--- config.mk ---
export PLATFORM = sky130hd
export DESIGN_NAME = shift_add_mult8_flat
export DESIGN_NICKNAME = d
export VERILOG_FILES = /design/src/rtl/mult_pkg.sv /design/src/rtl/shift_add_mult8_if.sv /design/src/rtl/ripple_adder_n.sv /design/src/rtl/shift_add_mult8.sv /design/src/flat_wrapper.sv
export SDC_FILE = /design/constraint.sdc
export NUM_CORES = 1
export LEC_CHECK = 0
export ABC_AREA = 0
export CORE_MARGIN = 2
export CORE_UTILIZATION = 45
export CTS_CLUSTER_SIZE = 12
export DETAILED_ROUTE_END_ITERATION = 10
export GPL_TIMING_DRIVEN = 0
export PLACE_DENSITY = 0.66
export SLEW_MARGIN = 0
export SYNTH_ARGS = -nofsm -noshare
export SYNTH_HDL_FRONTEND = slang
export SYNTH_SLANG_ARGS = --single-unit
--- constraint.sdc ---
create_clock -name clk -period 4.6 [get_ports clk]
set_input_delay 1.38 -clock clk [delete_from_list [all_inputs] [get_ports clk]]
set_output_delay 1.38 -clock clk [all_outputs]
set_load 0.05 [all_outputs]
--- src/rtl/mult_pkg.sv ---
// Shared definitions for the shift-and-add multiplier: operand width, counter width,
// state encoding and a two's-complement magnitude helper (used when SIGNED_MULT_EN is defined).
package mult_pkg;

  localparam int MULT_WIDTH = 8;
  localparam int CNT_W      = $clog2(MULT_WIDTH);

  typedef enum logic [1:0] {
    ST_IDLE = 2'd0,
    ST_RUN  = 2'd1,
    ST_DONE = 2'd2
  } state_e;

  // |-128| = 128 still fits in an unsigned MULT_WIDTH-bit value.
  function automatic logic [MULT_WIDTH-1:0] magnitude(input logic [MULT_WIDTH-1:0] v);
    return v[MULT_WIDTH-1] ? -v : v;
  endfunction

endpackage

--- src/rtl/shift_add_mult8_if.sv ---
// Start/busy/done handshake plus operands and product of the multiplier.
// The master drives the request; the slave (the multiplier) answers.
interface shift_add_mult8_if;
  import mult_pkg::*;

  logic                      start;
  logic [MULT_WIDTH-1:0]     a;
  logic [MULT_WIDTH-1:0]     b;
  logic                      busy;
  logic                      done;
  logic [2*MULT_WIDTH-1:0]   product;

  modport master (output start, a, b, input busy, done, product);
  modport slave  (input start, a, b, output busy, done, product);

endinterface

--- src/rtl/ripple_adder_n.sv ---
// WIDTH-bit ripple-carry adder built from a chain of full adders.
module ripple_adder_n #(
  parameter int WIDTH = 8
) (
  input  logic [WIDTH-1:0] a,
  input  logic [WIDTH-1:0] b,
  input  logic             cin,
  output logic [WIDTH-1:0] sum,
  output logic             cout
);

  logic [WIDTH:0] carry;

  assign carry[0] = cin;

  for (genvar i = 0; i < WIDTH; i++) begin : g_fa
    assign sum[i]     = a[i] ^ b[i] ^ carry[i];
    assign carry[i+1] = (a[i] & b[i]) | (carry[i] & (a[i] ^ b[i]));
  end

  assign cout = carry[WIDTH];

endmodule

--- src/rtl/shift_add_mult8.sv ---
// Sequential 8x8 shift-and-add multiplier, one partial-sum addition per clock.
// Define SIGNED_MULT_EN to treat operands as two's complement.
module shift_add_mult8
  import mult_pkg::*;
#(
  parameter int WIDTH = MULT_WIDTH
) (
  input  logic            clk,
  input  logic            rst,
  shift_add_mult8_if.slave bus
);

  state_e               state_q;
  logic [WIDTH-1:0]     mcand_q;
  logic [WIDTH-1:0]     acc_hi_q;
  logic [WIDTH-1:0]     acc_lo_q;
  logic [CNT_W-1:0]     count_q;
  logic [2*WIDTH-1:0]   product_q;
  logic                 busy_q;
  logic                 done_q;

  logic [WIDTH-1:0]     addend;
  logic [WIDTH-1:0]     sum;
  logic                 cout;
  logic [2*WIDTH-1:0]   shift_d;
  logic [2*WIDTH-1:0]   result_d;
  logic [WIDTH-1:0]     op_a_d;
  logic [WIDTH-1:0]     op_b_d;

  assign addend = acc_lo_q[0] ? mcand_q : '0;

  ripple_adder_n #(.WIDTH(WIDTH)) u_adder (
    .a    (acc_hi_q),
    .b    (addend),
    .cin  (1'b0),
    .sum  (sum),
    .cout (cout)
  );

  // 17-bit {cout, sum, acc_lo} shifted right by one, keeping the low 16 bits.
  assign shift_d = {cout, sum, acc_lo_q[WIDTH-1:1]};

`ifdef SIGNED_MULT_EN
  logic sign_q;

  assign op_a_d   = magnitude(bus.a);
  assign op_b_d   = magnitude(bus.b);
  assign result_d = sign_q ? -shift_d : shift_d;
`else
  assign op_a_d   = bus.a;
  assign op_b_d   = bus.b;
  assign result_d = shift_d;
`endif

  // NOTE: every register here is written with <= so all of them update from the
  // values present before the edge; mixing in = would make results order-dependent.
  always_ff @(posedge clk) begin
    if (rst) begin
      state_q   <= ST_IDLE;
      mcand_q   <= '0;
      acc_hi_q  <= '0;
      acc_lo_q  <= '0;
      count_q   <= '0;
      product_q <= '0;
      busy_q    <= 1'b0;
      done_q    <= 1'b0;
`ifdef SIGNED_MULT_EN
      sign_q    <= 1'b0;
`endif
    end else begin
      case (state_q)
        ST_IDLE: begin
          if (bus.start) begin
            mcand_q  <= op_a_d;
            acc_hi_q <= '0;
            acc_lo_q <= op_b_d;
            count_q  <= '0;
            busy_q   <= 1'b1;
            state_q  <= ST_RUN;
`ifdef SIGNED_MULT_EN
            sign_q   <= bus.a[WIDTH-1] ^ bus.b[WIDTH-1];
`endif
          end
        end
        ST_RUN: begin
          {acc_hi_q, acc_lo_q} <= shift_d;
          count_q              <= count_q + 1'b1;
          // Product is written only here, so it never shows a partial result.
          if (count_q == CNT_W'(WIDTH - 1)) begin
            product_q <= result_d;
            done_q    <= 1'b1;
            state_q   <= ST_DONE;
          end
        end
        ST_DONE: begin
          done_q  <= 1'b0;
          busy_q  <= 1'b0;
          state_q <= ST_IDLE;
        end
        default: state_q <= ST_IDLE;
      endcase
    end
  end

  assign bus.busy    = busy_q;
  assign bus.done    = done_q;
  assign bus.product = product_q;

endmodule

--- src/flat_wrapper.sv ---
// flat-port wrapper written by rule: the top's interface ports become plain ports
module shift_add_mult8_flat import mult_pkg::*;
#(
  parameter int WIDTH = MULT_WIDTH
)
  (clk, rst, bus_start, bus_a, bus_b, bus_busy, bus_done, bus_product);
  shift_add_mult8_if bus_i ();
  input  logic clk;
  input  logic rst;
  input wire logic [$bits(bus_i.start)-1:0] bus_start;
  input wire logic [$bits(bus_i.a)-1:0] bus_a;
  input wire logic [$bits(bus_i.b)-1:0] bus_b;
  output wire logic [$bits(bus_i.busy)-1:0] bus_busy;
  output wire logic [$bits(bus_i.done)-1:0] bus_done;
  output wire logic [$bits(bus_i.product)-1:0] bus_product;
  assign bus_i.start = bus_start;
  assign bus_i.a = bus_a;
  assign bus_i.b = bus_b;
  assign bus_busy = bus_i.busy;
  assign bus_done = bus_i.done;
  assign bus_product = bus_i.product;
  shift_add_mult8 #(.WIDTH(WIDTH)) u_core (.clk(clk), .rst(rst), .bus(bus_i));
endmodule
==> run metrics, run 1 <==
cell area after layout=2560 µm²; Hold WS=0.456 ns; DPL Wire Length=2.94 mm; Final TNS setup=0 ns; Worst Hold Path Cells=2; post-cts repair resize count=0; Hold Crit Class=flip-flop to flip-flop; sequential area share after synthesis=46.3%; core area=4350 µm²; antenna-violating nets left=0; most area-consuming cells after synthesis=dfxtp_1 (46%), mux2i_1 (7.9%), fa_1 (6.9%); Ys Warns=0; critical path launch point=u_core.acc_lo_q[0]; top cells by count, synth=dfxtp_1 (47), nor2_1 (36), nand2_1 (23); largest area contributor in the netlist=dfxtp_1; post-synth net total=237; die height=71.2 µm; 1st-pass router iterations=4; worst r2r src=u_core.acc_lo_q[0]; initial antenna violation count=0; post-route minimum period=4.29 ns; Setup CP Type=flip-flop to flip-flop; count of cell types in the netlist=27; Hold Fails Final Rpt=0; Final Non-Filler Cells=303; Worst EP arrival=4.47 ns; Final #Nets=279; largest net degree at the start of global routing=15; Power Dens Cells=323 nW/µm²; Post-DP Area=2450 µm²; # fillers=409; vias in the first global route=1440; critical path startpoint category=flip-flop; Reg area=941 µm²; RSZ-0062 raised after global routing=no; Hold Path Origin=u_core.bus.product[0]; reg2reg path depth=13; post-synth top area share=46.3%; vias per cell=5.01; Starting Density=46.6%; Final Util=58.9%; Net Sw Power=189 µW; register share of total power=51.9%; syn avg cell area=9.76 µm²; first-pass GRT wire length=6.94 mm; outcome=finished clean; Crit path required time=4.78 ns; Via Count=1519; antenna fix cells=0; reg2reg end=u_core.acc_hi_q[6]; f_max=233 MHz; DRC viols=0; hold endpoint=u_core.bus.product[0]; CTS Buf Count=5; Worst VDD drop=0.149 mV; period utilisation layout=93.2%; post-CTS setup buffers=0; max_slew headroom=53.6%; share of layout cells above drive strength 1=10.4%; Yosys reg bits=47; power share of the combinational group=10.3%; Die X=71.2 µm; Worst-path clk slew=0.09 ns; Clock Skew=0.00880 ns; leakage power figure=0.000913 µW; Clk network pwr share=37.8%; max cap viols=0; Total GRT Usage=17.6%; Pint=638 µW; Top FF cell, synth=dfxtp_1; clock tree root buffer cell=clkbuf_8; worst-skew pair later-pin latency=0.30 ns; Routed Wire Length=4.06 mm; Worst Max-Slew Pin Slew=0.696 ns; CTS Buffer Depth=2; # H-tree levels=2; Crit. End Element=flip-flop; R2R Setup Slk=0.31 ns; Top-Level Pins=37; number of synthesized flops with an enable pin=0; wire per inst=13.4 µm; Multi-input gate area=943 µm²; Switching Share=22.9%; final setup fails=0; CP Max Fanout=9; Slew Limit Fails=0; Async SR Flop Fraction=0%; Placed Cells=295; post-synthesis cell count=208; most frequent cell after synthesis=dfxtp_1; Cell Rows=24; DRT iter0 DRCs=81; Overflow after GRT=0; I/O Buffers=35; Num Clock Sinks=47; GP Congestion=0.756; hold_buf cts=0; area delta synth->final=26.2%; die area=5070 µm²; synthesized area=2030 µm²; CTS tree=done
==> metrics by stage <==
step                setup slack (ns)  total power (µW)
floorplan                      0.661               493
global placement               0.347               524
detailed placement             0.302               525
CTS                            0.277               835
global route                  0.0498               863
finish                         0.311               827
==> logic make-up after synthesis <==
family	after synthesis	synth area share, %
compound gates	40	16.2
fa+ha+maj	10	8.75
flops	47	46.3
mux	16	7.89
simple gates	67	13.6
buf+inv	28	7.21
==> worst max-delay path: stages, from the launching register on <==
cell and delay, ns:
dfxtp_1 0.32, clkbuf_1 0.37, and2_1 0.20, ha_1 0.14, inv_1 0.05, fa_1 0.37, fa_1 0.38, fa_1 0.38
fa_1 0.38, fa_1 0.40, fa_1 0.39, fa_1 0.54, a2bb2oi_1 0.18, nor2_1 0.05
==> flip-flops by register name, summed over array words and instances, names as in the netlist <==
name,count
u_core.acc_hi_q,8
u_core.mcand_q,8
u_core.count_q,3
u_core.bus.busy,1
u_core.state_q,2
u_core.bus.done,1
u_core.bus.product,16
u_core.acc_lo_q,8
==> cells in the final DEF (no fill, tap or decap) <==
cell and instances:
nand2b_1 3, nand3b_1 1, buf_6 4, clkdlybuf4s50_1 35, a2bb2oi_1 8, fa_1 7, mux2i_1 16, a21oi_1 10
o21ai_0 1, nor2_1 36, and2_1 1, nand2_1 23, nor3b_1 1, a211oi_1 6, a22oi_1 2, clkinv_2 1
and3b_1 1, o21bai_1 1, o22ai_1 1, clkbuf_1 5, a221oi_1 2, nor2b_1 1, buf_2 3, ha_1 3
buf_1 1, dfxtp_1 47, buf_4 2, clkbuf_8 6, a211oi_2 9, inv_1 13, bufinv_16 1
==> layer usage <==
metal  track usage [%]  vias up  share of wire (%)
li1                  -      781                  -
met1              25.1      706                 50
met2              25.1       24                 44
met3              3.99        8                3.8
met4              8.81        0                1.9
met5                 0        -                  0
==> area by class of cell <==
type                            count  share of cell area [%]
Buffer                             15                    3.81
Clock buffer                        6                    3.22
Clock inverter                      2                    1.37
Inverter                           13                    1.90
Multi-Input combinational cell    133                    36.8
Sequential cell                    47                    36.7
Tap cell                           52                    2.54
Timing Repair Buffer               35                    13.7
==> power groups by stage <==
stage	combinational, µW	clock (µW)	sequential [µW]
finish	85.1	313	429
global route	94.4	337	432
CTS	86.5	320	429
detailed placement	86.0	0	439
global placement	85.3	0	439
floorplan	53.9	0	439
==> how the worst max path moves through the flow <==
stage | cells past startpoint | to | slack (ns)
2_1_floorplan | 13 | u_core.acc_hi_q[6] | 0.66
3_3_place_gp | 13 | u_core.acc_hi_q[6] | 0.35
3_5_place_dp | 13 | u_core.acc_hi_q[6] | 0.30
4_1_cts | 13 | u_core.acc_hi_q[6] | 0.28
5_1_grt | 13 | u_core.acc_hi_q[6] | 0.05
6_report | 13 | u_core.acc_hi_q[6] | 0.31
No activity file was read; power rests on OpenSTA's default activity.
==> run 2, diff against run 1 <==
- ABC_AREA: 0 -> 1
- SLEW_MARGIN: 0 -> default
==> run 2 against run 1 <==
Combinational power up 20%. Non-clock buffer count fell by 1. Final cell count is 13% higher. Area after synthesis up 5.2%. Worst hold slack improved by 0.014 ns. Sequential cell count did not move. First-iteration DRC count decreased by 15%. Clock skew hardly changed. Highest routed layer unchanged.
==> run metrics, run 2 <==
outcome=finished clean (unchanged); post-route minimum period=4.29 ns (about the same); Top-Level Pins=37 (unchanged); Slew Limit Fails=0 (unchanged); clock tree root buffer cell=clkbuf_8 (unchanged); Num Clock Sinks=47 (unchanged); first-pass GRT wire length=7.70 mm (was 6.94 mm); Final Non-Filler Cells=342 (was 303); most frequent cell after synthesis=dfxtp_1 (unchanged); Crit path required time=4.83 ns (was 4.78 ns); DRC viols=0 (unchanged); hold_buf cts=0 (unchanged); # H-tree levels=2 (unchanged); commonest non-fill, non-tap cells in the layout=dfxtp_1 (47), clkdlybuf4s50_1 (36), nand3_1 (31) (was dfxtp_1 (47), nor2_1 (36), clkdlybuf4s50_1 (35)); antenna-violating nets left=0 (unchanged); Yosys reg bits=47 (unchanged); syn avg cell area=8.76 µm² (was 9.76 µm²); wire per inst=12.9 µm (was 13.4 µm); RSZ-0062 raised after global routing=no (unchanged); 1st-pass router iterations=5 (was 4); Cell Rows=25 (was 24); sequential area share after synthesis=44.0% (was 46.3%); Starting Density=45.9% (was 46.6%); Clock Skew=0.00863 ns (was 0.00880 ns); worst-skew pair later-pin latency=0.30 ns (about the same); die height=72.9 µm (was 71.2 µm); Die X=72.9 µm (was 71.2 µm); CTS Buf Count=5 (unchanged); post-synth top area share=44.0% (was 46.3%); CP Max Fanout=9 (unchanged); Routed Wire Length=4.43 mm (was 4.06 mm); max reg flops=16 (unchanged); I/O Buffers=36 (was 35); Worst-path clk slew=0.09 ns (about the same); post-cts repair resize count=0 (unchanged); Hold Crit Class=flip-flop to flip-flop (unchanged); CP max stage cell=fa_1 (unchanged); GP Congestion=0.773 (was 0.756); f_max=233 MHz (about the same); Hold WS=0.470 ns (was 0.456 ns); count of cell types in the netlist=26 (was 27); core area=4660 µm² (was 4350 µm²); top cells by count, synth=dfxtp_1 (47), nand3_1 (31), nor2_1 (28) (was dfxtp_1 (47), nor2_1 (36), nand2_1 (23)); Worst EP arrival=4.52 ns (was 4.47 ns); Async SR Flop Fraction=0% (unchanged); largest net degree at the start of global routing=14 (was 15); post-CTS setup buffers=0 (unchanged); most numerous cell on the critical path=fa_1 (unchanged); Setup CP Type=flip-flop to flip-flop (unchanged); DRT iter0 DRCs=69 (was 81); synthesized area=2140 µm² (was 2030 µm²); antenna fix cells=0 (unchanged); max_slew headroom=61.9% (was 53.6%); leakage power figure=0.000968 µW (was 0.000913 µW); max cap viols=0 (unchanged); die area=5320 µm² (was 5070 µm²); slowest stage delay, CP=0.47 ns (was 0.54 ns); Overflow after GRT=0 (unchanged); Worst Max-Slew Pin Slew=0.571 ns (was 0.696 ns); Via Count=1714 (was 1519); Ys Warns=0 (unchanged); CTS tree=done (unchanged); Final TNS setup=0 ns (unchanged); Crit. End Element=flip-flop (unchanged); period utilisation layout=93.3% (was 93.2%); largest area contributor in the netlist=dfxtp_1 (unchanged); final setup fails=0 (unchanged); initial antenna violation count=0 (unchanged); Placed Cells=334 (was 295); Worst VDD drop=0.161 mV (was 0.149 mV); share of layout cells above drive strength 1=19.4% (was 10.4%); Top FF cell, synth=dfxtp_1 (unchanged); post-synthesis cell count=244 (was 208); critical path startpoint category=flip-flop (unchanged); DPL Wire Length=3.20 mm (was 2.94 mm); vias in the first global route=1602 (was 1440); CTS Buffer Depth=2 (unchanged); Hold Fails Final Rpt=0 (unchanged); most area-consuming cells after synthesis=dfxtp_1 (44%), nand3_1 (7.3%), fa_1 (6.6%) (was dfxtp_1 (46%), mux2i_1 (7.9%), fa_1 (6.9%)); vias per cell=5.01 (about the same); Total GRT Usage=19.0% (was 17.6%); commonest non-fill, non-tap cell in the layout=dfxtp_1 (unchanged); area delta synth->final=23.8% (was 26.2%); Power Dens Cells=292 nW/µm² (was 323 nW/µm²); Final #Nets=316 (was 279); number of synthesized flops with an enable pin=0 (unchanged); post-synth net total=273 (was 237); critical-path cell list=clkbuf_1, nand2_1, inv_1, ha_1, inv_1, fa_1, fa_1, fa_1, fa_1, fa_1, fa_1, fa_1, or2_2, a21oi_1 (was clkbuf_1, and2_1, ha_1, inv_1, fa_1, fa_1, fa_1, fa_1, fa_1, fa_1, fa_1, a2bb2oi_1, nor2_1)
==> run 2: kinds of logic (layout without fill, tap and decap cells) <==
kind of cell,after synthesis,after routing,share of synthesized area [%]
and+or+nand+nor,116,116,28.6
DFF,47,47,44.0
AOI/OAI and AO/OA,37,37,10.9
buffers and inverters,34,78,8.20
adders and majority gates,10,10,8.31
==> run 2: final timing paths <==
path	from	endpoint	slack (ns)	depth (start not counted)
worst min register to register	u_core.bus.product[7]	u_core.bus.product[7]	0.47	2
worst max register to register	u_core.acc_lo_q[0]	u_core.acc_hi_q[6]	0.31	14
worst max-delay path	u_core.acc_lo_q[0]	u_core.acc_hi_q[6]	0.31	14
worst min-delay path	u_core.bus.product[7]	u_core.bus.product[7]	0.47	2
==> run 2: through the flow <==
step / instance area [µm²] / setup WS (ns) / utilization (%) / total power, µW
2_1_floorplan: 2140 / 0.612 / - / 506
5_1_grt: 2650 / 0.0600 / 56.8 / 806
3_3_place_gp: 2560 / 0.382 / 55.0 / 541
4_1_cts: 2650 / 0.316 / 56.8 / 779
6_report: 2650 / 0.310 / 56.8 / 772
3_5_place_dp: 2560 / 0.348 / 55.0 / 542
==> run 2: area by class of cell <==
type	instances	area, µm²
plain buffers	13	96.3
well taps	54	67.6
repair buffers	36	360
multi-input cells	163	1020
inverters	21	78.8
clock buffers	7	76.3
fillers	429	2010
clock inverters	1	5.00
flip-flops and latches	47	941
==> run 2: power by group <==
part	internal (µW)	leakage, µW	switching [µW]
sequential	423	0.000383	7.02
combinational	43.1	0.000542	59.3
clock	107	0.0000422	134
==> run 2: critical path: cells and delay by family (launching register included) <==
kind,cells,cell delay [ns]
DFF,1,0.32
AOI/OAI and AO/OA,1,0.11
and+or+nand+nor,2,0.40
buffers and inverters,3,0.43
adders and majority gates,8,2.98
==> run 2: layer usage <==
metal  routed length (µm)  GRT usage [%]
met2                 1880           28.5
met3                  167           4.14
met5                    0              0
met1                 2300           27.3
met4                   72           6.17
==> run 3, diff against run 2 <==
- ABC_AREA: 1 -> default
==> results of run 3 <==
Final layout, timing and power as in run 1 (identical DEF).
